**src/rtl/teras_bridge_pkg.sv**
```systemverilog
// rtl/teras_bridge_pkg.sv - register map and bit positions shared by the teras Wishbone bridge
//
// Purpose: register offsets (adr[3:2]), STATUS and CTRL bit positions.
// Ports:   none (package).
package teras_bridge_pkg;

    localparam logic [1:0] REG_DATA_IN  = 2'd0;
    localparam logic [1:0] REG_DATA_OUT = 2'd1;
    localparam logic [1:0] REG_STATUS   = 2'd2;
    localparam logic [1:0] REG_CTRL     = 2'd3;

    localparam int STAT_IN_EMPTY      = 0;
    localparam int STAT_IN_FULL       = 1;
    localparam int STAT_OUT_EMPTY     = 2;
    localparam int STAT_OUT_FULL      = 3;
    localparam int STAT_OVF           = 4;
    localparam int STAT_UDF           = 5;
    localparam int STAT_IN_COUNT_LSB  = 8;
    localparam int STAT_OUT_COUNT_LSB = 16;

    localparam int CTRL_IO_EN      = 0;
    localparam int CTRL_SOFT_CLEAR = 1;

endpackage

```
**src/rtl/teras_sync_fifo.sv**
```systemverilog
// rtl/teras_sync_fifo.sv - first-word-fall-through synchronous FIFO with occupancy count
//
// Purpose: single-clock FWFT FIFO; head is valid whenever empty is low.
// Ports:   clk, rst_n (async active-low), clear (sync flush, wins over push/pop),
//          push/push_data, pop, head, count, full, empty.
module teras_sync_fifo #(
    parameter int WIDTH = 32,
    parameter int DEPTH = 8,
    parameter int CW    = $clog2(DEPTH + 1)
) (
    input  logic             clk,
    input  logic             rst_n,
    input  logic             clear,
    input  logic             push,
    input  logic [WIDTH-1:0] push_data,
    input  logic             pop,
    output logic [WIDTH-1:0] head,
    output logic [CW-1:0]    count,
    output logic             full,
    output logic             empty
);

    localparam int AW = $clog2(DEPTH);

    logic [WIDTH-1:0] mem [DEPTH];
    logic [AW-1:0]    wr_ptr;
    logic [AW-1:0]    rd_ptr;
    logic             do_push;
    logic             do_pop;

    // Full/empty are pre-edge: a push into a full FIFO is dropped even with a concurrent pop.
    assign full    = (count == CW'(DEPTH));
    assign empty   = (count == '0);
    assign do_push = push & ~full;
    assign do_pop  = pop & ~empty;
    assign head    = mem[rd_ptr];

    // DEPTH is a power of two, so the pointers wrap naturally.
    always_ff @(posedge clk or negedge rst_n) begin
        if (!rst_n) begin
            wr_ptr <= '0;
            rd_ptr <= '0;
            count  <= '0;
        end else if (clear) begin
            wr_ptr <= '0;
            rd_ptr <= '0;
            count  <= '0;
        end else begin
            if (do_push) wr_ptr <= wr_ptr + 1'b1;
            if (do_pop)  rd_ptr <= rd_ptr + 1'b1;
            if (do_push && !do_pop)      count <= count + 1'b1;
            else if (do_pop && !do_push) count <= count - 1'b1;
        end
    end

    // Storage needs no reset: contents are unreachable until the pointers say otherwise.
    always_ff @(posedge clk) begin
        if (do_push) mem[wr_ptr] <= push_data;
    end

endmodule

```
**src/rtl/teras_wb_bridge.sv**
```systemverilog
// rtl/teras_wb_bridge.sv - Wishbone-to-stream bridge for the teras systolic core
//
// Purpose: four-register Wishbone slave (DATA_IN, DATA_OUT, STATUS, CTRL) feeding an operand
//          FIFO towards the core and draining a result FIFO from it, with sticky OVF/UDF flags
//          and an optional registered mirror of pushed results onto user IO.
// Ports:   clk, rst_n; wbs_* Wishbone slave; core_data_o/core_rts_o/core_rtr_i operand stream;
//          core_data_i/core_rts_i/core_rtr_o result stream; io_data_o/io_valid_o/io_oeb_o mirror.
module teras_wb_bridge
    import teras_bridge_pkg::*;
#(
    parameter int DATA_W    = 32,
    parameter int IN_DEPTH  = 8,
    parameter int OUT_DEPTH = 8,
    parameter int IO_W      = 24
) (
    input  logic              clk,
    input  logic              rst_n,
    input  logic              wbs_stb_i,
    input  logic              wbs_cyc_i,
    input  logic              wbs_we_i,
    input  logic [3:0]        wbs_sel_i,
    input  logic [31:0]       wbs_adr_i,
    input  logic [DATA_W-1:0] wbs_dat_i,
    output logic              wbs_ack_o,
    output logic [DATA_W-1:0] wbs_dat_o,
    output logic [DATA_W-1:0] core_data_o,
    output logic              core_rts_o,
    input  logic              core_rtr_i,
    input  logic [DATA_W-1:0] core_data_i,
    input  logic              core_rts_i,
    output logic              core_rtr_o,
    output logic [IO_W-1:0]   io_data_o,
    output logic              io_valid_o,
    output logic [IO_W:0]     io_oeb_o
);

    localparam int IN_CW  = $clog2(IN_DEPTH + 1);
    localparam int OUT_CW = $clog2(OUT_DEPTH + 1);

    logic              accept;
    logic [1:0]        reg_sel;
    logic              wr_data_in;
    logic              rd_data_out;
    logic              wr_status;
    logic              wr_ctrl;
    logic              soft_clear;
    logic              core_pop;
    logic              core_push;
    logic              ovf;
    logic              udf;
    logic              io_en;
    logic [DATA_W-1:0] out_head;
    logic [IN_CW-1:0]  in_count;
    logic [OUT_CW-1:0] out_count;
    logic              in_full;
    logic              in_empty;
    logic              out_full;
    logic              out_empty;
    logic [DATA_W-1:0] status_word;
    logic [DATA_W-1:0] rd_data;
    logic              unused_bits;

    // Byte selects and the address bits outside [3:2] carry no meaning here.
    assign unused_bits = &{1'b0, wbs_sel_i, wbs_adr_i[31:4], wbs_adr_i[1:0]};

    // The !ack term makes every access exactly one accept plus one ack cycle.
    assign accept      = wbs_cyc_i & wbs_stb_i & ~wbs_ack_o;
    assign reg_sel     = wbs_adr_i[3:2];
    assign wr_data_in  = accept &  wbs_we_i & (reg_sel == REG_DATA_IN);
    assign rd_data_out = accept & ~wbs_we_i & (reg_sel == REG_DATA_OUT);
    assign wr_status   = accept &  wbs_we_i & (reg_sel == REG_STATUS);
    assign wr_ctrl     = accept &  wbs_we_i & (reg_sel == REG_CTRL);
    assign soft_clear  = wr_ctrl & wbs_dat_i[CTRL_SOFT_CLEAR];

    assign core_rts_o = ~in_empty;
    assign core_rtr_o = ~out_full;
    assign core_pop   = core_rts_o & core_rtr_i;
    assign core_push  = core_rts_i & core_rtr_o;

    teras_sync_fifo #(.WIDTH(DATA_W), .DEPTH(IN_DEPTH)) u_in_fifo (
        .clk       (clk),
        .rst_n     (rst_n),
        .clear     (soft_clear),
        .push      (wr_data_in),
        .push_data (wbs_dat_i),
        .pop       (core_pop),
        .head      (core_data_o),
        .count     (in_count),
        .full      (in_full),
        .empty     (in_empty)
    );

    teras_sync_fifo #(.WIDTH(DATA_W), .DEPTH(OUT_DEPTH)) u_out_fifo (
        .clk       (clk),
        .rst_n     (rst_n),
        .clear     (soft_clear),
        .push      (core_push),
        .push_data (core_data_i),
        .pop       (rd_data_out),
        .head      (out_head),
        .count     (out_count),
        .full      (out_full),
        .empty     (out_empty)
    );

    always_comb begin
        status_word                                  = '0;
        status_word[STAT_IN_EMPTY]                   = in_empty;
        status_word[STAT_IN_FULL]                    = in_full;
        status_word[STAT_OUT_EMPTY]                  = out_empty;
        status_word[STAT_OUT_FULL]                   = out_full;
        status_word[STAT_OVF]                        = ovf;
        status_word[STAT_UDF]                        = udf;
        status_word[STAT_IN_COUNT_LSB +: 8]          = 8'(in_count);
        status_word[STAT_OUT_COUNT_LSB +: 8]         = 8'(out_count);
    end

    always_comb begin
        rd_data = '0;
        case (reg_sel)
            REG_DATA_OUT: if (!out_empty) rd_data = out_head;
            REG_STATUS:   rd_data = status_word;
            REG_CTRL:     rd_data[CTRL_IO_EN] = io_en;
            default:      rd_data = '0;
        endcase
    end

    always_ff @(posedge clk or negedge rst_n) begin
        if (!rst_n) begin
            wbs_ack_o  <= 1'b0;
            wbs_dat_o  <= '0;
            ovf        <= 1'b0;
            udf        <= 1'b0;
            io_en      <= 1'b0;
            io_valid_o <= 1'b0;
            io_data_o  <= '0;
        end else begin
            wbs_ack_o <= accept;
            wbs_dat_o <= (accept & ~wbs_we_i) ? rd_data : '0;
            // A new overflow/underflow beats a simultaneous W1C.
            ovf <= (wr_data_in & in_full) | (ovf & ~(wr_status & wbs_dat_i[STAT_OVF]));
            udf <= (rd_data_out & out_empty) | (udf & ~(wr_status & wbs_dat_i[STAT_UDF]));
            if (wr_ctrl) io_en <= wbs_dat_i[CTRL_IO_EN];
            // Mirror is gated by the io_en value in force before this edge.
            io_valid_o <= io_en & core_push;
            if (io_en & core_push) io_data_o <= core_data_i[IO_W-1:0];
        end
    end

    assign io_oeb_o = {(IO_W + 1){~io_en}};

endmodule

```
**config.mk**
```make
export PLATFORM = sky130hd
export DESIGN_NAME = teras_wb_bridge
export DESIGN_NICKNAME = d
export VERILOG_FILES = /design/src/rtl/teras_bridge_pkg.sv /design/src/rtl/teras_sync_fifo.sv /design/src/rtl/teras_wb_bridge.sv
export SDC_FILE = /design/constraint.sdc
export NUM_CORES = 1
export LEC_CHECK = 0
export ABC_AREA = 1
export BUFFER_PORTS_ARGS = -buffer_cell sky130_fd_sc_hd__buf_2
export CAP_MARGIN = 30
export CELL_PAD_IN_SITES_DETAIL_PLACEMENT = 1
export CELL_PAD_IN_SITES_GLOBAL_PLACEMENT = 2
export CORE_AREA = 2 2 258 260
export CTS_CLUSTER_DIAMETER = 150
export DETAILED_ROUTE_END_ITERATION = 8
export DIE_AREA = 0 0 260 262
export GPL_TIMING_DRIVEN = 0
export HOLD_SLACK_MARGIN = 0.06
export PLACE_DENSITY_LB_ADDON = 0.1
export SETUP_SLACK_MARGIN = 0.2
export SYNTH_ARGS = -nofsm -noshare
export SYNTH_HDL_FRONTEND = slang
export SYNTH_HIERARCHICAL = 1
export SYNTH_SLANG_ARGS = --single-unit
```
**constraint.sdc**
```tcl
create_clock -name clk -period 3 [get_ports clk]
set_input_delay 0 -clock clk [delete_from_list [all_inputs] [get_ports clk]]
set_output_delay 0 -clock clk [all_outputs]
set_load 0.005 [all_outputs]
```
## After elaboration in Yosys (flattened, before gate mapping)

Memory sizes are Yosys's and may differ from the RTL's.
Cells that the tools add are included.

- Register bits after elaboration: 81
- Memory bits (writable): 512
- Word-level logic and storage cells: 100
- Memories: 2

- $add $sub $neg: 8
- Reductions and logical operators: 17
- Eq/ne operators: 5
- Muxes and demuxes: 22
- Bitwise gates (word level): 33

Memory list:

| memory | words | width | rd ports | clocked after memory_dff | write ports | line | RTL |
|---|---|---|---|---|---|---|---|
| u_in_fifo.mem | 8 | 32 | 1 | 0 | 1 | teras_sync_fifo.sv:25 | `logic [WIDTH-1:0] mem [DEPTH];` |
| u_out_fifo.mem | 8 | 32 | 1 | 0 | 1 | teras_sync_fifo.sv:25 |  |

Operator list:

| cell | number |
|---|---|
| 2-to-1 mux 32 bit | 2 |
| one-hot mux 31 bit (2 select lines) | 1 |
| 2-to-1 mux 3 bit | 8 |
| 2-to-1 mux 4 bit | 6 |
| AND 1 bit | 22 |
| adder 3 x 1 -> 3 bit (second input constant) | 4 |
| inverter 1 bit | 9 |
| adder 4 x 1 -> 4 bit (second input constant) | 2 |
| == test 4 bit (second input constant) | 2 |
| logical NOT 4 bit | 2 |
| nonzero test 2 bit | 4 |
| subtractor 4 x 1 -> 4 bit (second input constant) | 2 |
| nonzero test 3 bit | 2 |
| == test 2 bit (second input constant) | 2 |
| logical AND 1 bit | 4 |
| logical NOT 1 bit | 4 |
| 2-to-1 mux 1 bit | 4 |
| one-hot mux 1 bit (3 select lines) | 1 |
| == test 2 x 1 -> 1 bit (second input constant) | 1 |
| logical NOT 2 bit | 1 |
| OR 1 bit | 2 |

## Depth between registers and ports, before layout

- Depth in word-level cells: 10
- Gate-level depth with buffers: 13
- Mapped depth without buffers: 13

## Modules after synthesis

Netlist, hierarchy kept.

Modules (own cells, without submodules):

| module | sequential area each (µm²) | cells an instance | area an instance (µm²) | instances |
|---|---|---|---|---|
| teras_sync_fifo at u_out_fifo | 7937.6 | 815 | 10587.7 | 1 |
| teras_sync_fifo at u_in_fifo | 7937.6 | 815 | 10545.1 | 1 |
| teras_wb_bridge | 1526.5 | 295 | 2760.1 | 1 |

## Worst setup path after synthesis

No wires, ideal clock.

- Path kind: reg-to-reg
- From: register u_out_fifo.count[3]
- To: memory u_out_fifo.mem[0][0] (enable)
- Path buffers: 0
- Stages on the path, launching flop included: 10
- Required time: 2.579 ns
- Setup time: 0.421 ns
- Period minus slack after synthesis: 3.224 ns
- Data arrival time: 2.802 ns
- Path slack: -0.224 ns
- Path through: dfrtp_1 inv_2 nor2_4 nand2_4 inv_1 nor2_2 inv_1 a21oi_1 nand2_1 nor2_1

- Word-level cells in the longest chain between the ends: 6

Ends and longest elaborated chain:

| what | line | RTL |
|---|---|---|
| from (decl) | teras_sync_fifo.sv:18 | `output logic [CW-1:0] count,` |
| from (signal assigned) | teras_sync_fifo.sv:51 | `if (do_push && !do_pop) count <= count + 1'b1;` |
| from (signal assigned) | teras_sync_fifo.sv:52 | `else if (do_pop && !do_push) count <= count - 1'b1;` |
| == test 4 bit | teras_sync_fifo.sv:32 | `assign full = (count == CW'(DEPTH));` |
| named net out_full | teras_wb_bridge.sv:57 | `logic out_full;` |
| inverter 1 bit | teras_wb_bridge.sv:76 | `assign core_rtr_o = ~out_full;` |
| AND 1 bit | teras_wb_bridge.sv:78 | `assign core_push = core_rts_i & core_rtr_o;` |
| named net core_push | teras_wb_bridge.sv:48 | `logic core_push;` |
| AND 1 bit | teras_sync_fifo.sv:34 | `assign do_push = push & ~full;` |
| 2-to-1 mux 1 bit | teras_sync_fifo.sv:58 | `if (do_push) mem[wr_ptr] <= push_data;` |
| 2-to-1 mux 1 bit (not written as such) | teras_sync_fifo.sv:58 |  |
| to (decl) | teras_sync_fifo.sv:25 |  |

The timed path passes the listed nets, and every way through them passes these cells.

## Final worst setup path

- From: register u_out_fifo.count[3]
- To: memory u_out_fifo.mem[3][10] (enable)

Same word-level chain as after synthesis.

==> impl_metrics.yaml <==
sta:
  fin_crit_sh_pct: 88.4
  worst_slack_ns: 0.347
  finalMaxSlewViolations: 0
  finalSetupViolations: 0
  hold_viol: 0
  worst_hold_slack_ns: 0.213
  rsz0062_at_grt: "false"
  min_period_ns: 2.65
  slew_headroom_pct: 44.5
  fmax_ghz: 0.377
  tightest_slew_ns: 0.833
  fin_skew_ns: 0.0180
critical_path:
  crit_fanout: 20
  r2r_slack_ns: 0.35
  cp-start-kind: "flip-flop"
  r2r_end: "u_out_fifo/mem[3][10]"
  crit_arrival_ns: 2.93
  end_kind: "flip-flop"
  reg2reg_depth: 10
  rr_startpoint: "u_out_fifo/count[3]"
  crit_required_ns: 3.28
  critPathKind: "reg -> reg"
detailed_routing:
  route.vias.total: 16100
  via_per_inst: 5.03
  wirelength_um: 71500
  wl_per_cell_um: 22.3
  drtIter0Drc: 839
  first_pass_iters: 5
  ant_nets: 0
  drc: 0
layout:
  syn_to_final_growth_pct: 24.2
  regArea_um2: 17400
  drive_gt1_share_pct: 21.1
  multi_input_area_um2: 5620
  fillers: 6852
  nets: 2418
  utilization_pct: 45.5
  n_antenna_cell: 0
clocking:
  clockBufferDepth: 3
  root_buffer: "clkbuf_16"
  clock_latency_ns: 0.60
  htree_levels: 3
  numCtsBuffers: 67
  cts_tree: "done"
  clkSinkCount: 593
  path_clk_slew_ns: 0.06
run:
  maxCapViolCount: 0
yosys:
  syn_area_um2: 23900
  synth_fp_nets: 2047
  syn_inst: 1925
  avgSynthCellArea_um2: 12.4
  yosys_register_bits: 593
  ys_seq_area_share_pct: 72.8
  ys_warn_count: 6
  synth_cell_types: 38
floorplan:
  fp.dieW_um: 260
  start_util_pct: 36.6
  core_um2: 65300
  die_area_um2: 68100
  ios: 224
  die_h_um: 262
  rows: 94
grt:
  grt_util_met2_pct: 38.5
  use_met3_pct: 3.33
  grt_max_degree: 44
  grt-busiest-layer: "met2"
  use_met1_pct: 25.8
  grt_pass1_wl_um: 107000
  grt_antenna_before_repair: 1
  gr-usage-all-layers_pct: 21.2
  grt_overflow_total: 0
  grt_pass1_vias: 17100
min_path:
  hold_depth: 2
  min_from: "wbs_dat_i[28]"
  min_to: "u_in_fifo/mem[0][28]"
  hp-class: "in -> reg"
placement:
  place_ws_ns: -0.228
  dpl.hpwl_um: 48100
  gp_congestion: 0.777
  numPortBuffers: 189
power_and_ir_drop:
  leakage_uw: 0.0109
  finalPower_uw: 28000
  p_per_area_nw_per_um2: 945
  ir_worst_vdd_v: 0.000482
outcome:
  status: "complete, no violations"
-- metrics by stage --
stage / instance area [µm²] / cells / setup TNS, ns
6_report: 29700 / 3209 / 0
5_1_grt: 29700 / 3209 / 0
3_5_place_dp: 26500 / 2996 / -19.62
2_1_floorplan: 23900 / 1925 / -56.80
4_1_cts: 29600 / 3205 / 0
3_3_place_gp: 25900 / 2978 / -703.65
-- cells in the final DEF (no fill, tap or decap), drive strengths merged --
cell type / count
nand3: 48
a31oi: 65
dfrtp: 81
xnor2: 2
buf: 328
o22ai: 64
bufinv: 6
nor3: 3
clkinv: 13
inv: 50
nor2: 504
a211oi: 4
dlygate4sd3: 77
clkbuf: 131
nand4: 2
a21oi: 27
edfxtp: 512
a21o: 1
fa: 2
ha: 13
nand3b: 2
nand2: 144
o21ai: 266
-- critical path: stages (launching register included) --
cell,delay [ns]
dfrtp_1,0.47
inv_2,0.13
nor2_4,0.05
nand2_4,0.09
inv_1,0.12
nor2_4,0.26
nand2_4,0.10
nor2_1,0.15
inv_1,0.20
nor2_4,0.47
buf_12,0.28
-- flip-flops by register name, summed over array words and instances (netlist names), 3 cells and up --
name,count
io_data_o,24
u_in_fifo/count,4
u_in_fifo/mem,256
u_in_fifo/rd_ptr,3
u_in_fifo/wr_ptr,3
u_out_fifo/count,4
u_out_fifo/mem,256
u_out_fifo/rd_ptr,3
u_out_fifo/wr_ptr,3
wbs_dat_o,32
-- synthesized netlist by cell type --
cell type,instances,area share (%)
clkbuf_2,3,0.063
edfxtp_1,512,64
a31oi_1,65,1.7
fa_1,2,0.17
buf_2,52,1.1
a211oi_1,4,0.13
xnor2_1,2,0.073
nor2_2,12,0.31
inv_2,6,0.094
ha_1,13,0.68
nor2_8,1,0.084
buf_6,13,0.61
a21oi_4,1,0.068
nand4_1,2,0.052
buf_8,1,0.063
clkbuf_1,31,0.49
nand3_1,43,0.90
nand2_2,6,0.16
nand3_2,2,0.084
nand2_4,4,0.19
o21ai_1,36,0.75
nor2_1,488,7.7
o22ai_1,60,1.6
nand3b_1,2,0.063
inv_4,1,0.026
a21oi_1,15,0.31
a21oi_2,11,0.40
nor2_4,3,0.14
a21o_1,1,0.031
inv_1,41,0.64
o21ai_0,230,4.8
o22ai_2,4,0.21
dfrtp_1,81,8.5
nand2_1,134,2.1
buf_1,2,0.031
buf_4,35,1.1
nand3_4,3,0.22
nor3_1,3,0.063
-- worst max-delay path by stage --
stage / startpoint / to / slack (ns) / depth (start not counted)
2_1_floorplan: u_out_fifo/count[3] / u_out_fifo/mem[0][0] / -0.22 / 9
4_1_cts: wbs_ack_o / u_in_fifo/mem[3][10] / 0.21 / 8
3_5_place_dp: u_out_fifo/count[3] / u_out_fifo/mem[0][21] / -0.23 / 10
6_report: u_out_fifo/count[3] / u_out_fifo/mem[3][10] / 0.35 / 10
3_3_place_gp: u_out_fifo/count[3] / u_out_fifo/mem[6][20] / -2.17 / 9
5_1_grt: u_out_fifo/count[3] / u_out_fifo/mem[3][18] / 0.21 / 10
-- power by group --
| part | internal [µW] | total (µW) | switching, µW |
|---|---|---|---|
| sequential | 9850 | 10300 | 396 |
| clock | 4930 | 8150 | 3220 |
| combinational | 3210 | 9640 | 6430 |
| total | 18000 | 28000 | 10000 |
-- cell type report --
cell class / count / area share [%]
Buffer: 137 / 2.77
Clock buffer: 97 / 6.44
Clock inverter: 21 / 0.873
Inverter: 48 / 0.616
Multi-Input combinational cell: 1147 / 18.9
Sequential cell: 593 / 58.6
Tap cell: 864 / 3.64
Timing Repair Buffer: 302 / 8.08
-- repair_timing --
action / 4_1_cts / 5_1_grt
gates resized for setup: 1 / 3
buffers inserted: 13 / 4
setup endpoints to repair: 320 / 323
hold buffers: 78 / 0
pin swaps: 8 / 3
hold endpoints to repair: 645 / 0
-- kinds of logic after synthesis --
logic type	after synthesis	share of synthesized area, %
AO/OA/AOI/OAI	427	10.0
AND/OR/NAND/NOR	703	12.0
XOR/XNOR	2	0.0733
adder cells (fa/ha/maj)	15	0.848
flip-flops	593	72.8
buffers and inverters	185	4.21
-- per-layer routing --
metal / wire [µm] / part of all wire [%]
met3: 2570 / 3.6
met2: 37300 / 52
met4: 1660 / 2.3
met5: 11 / 0.015
met1: 29900 / 42
No activity file was read; power rests on OpenSTA's default activity.
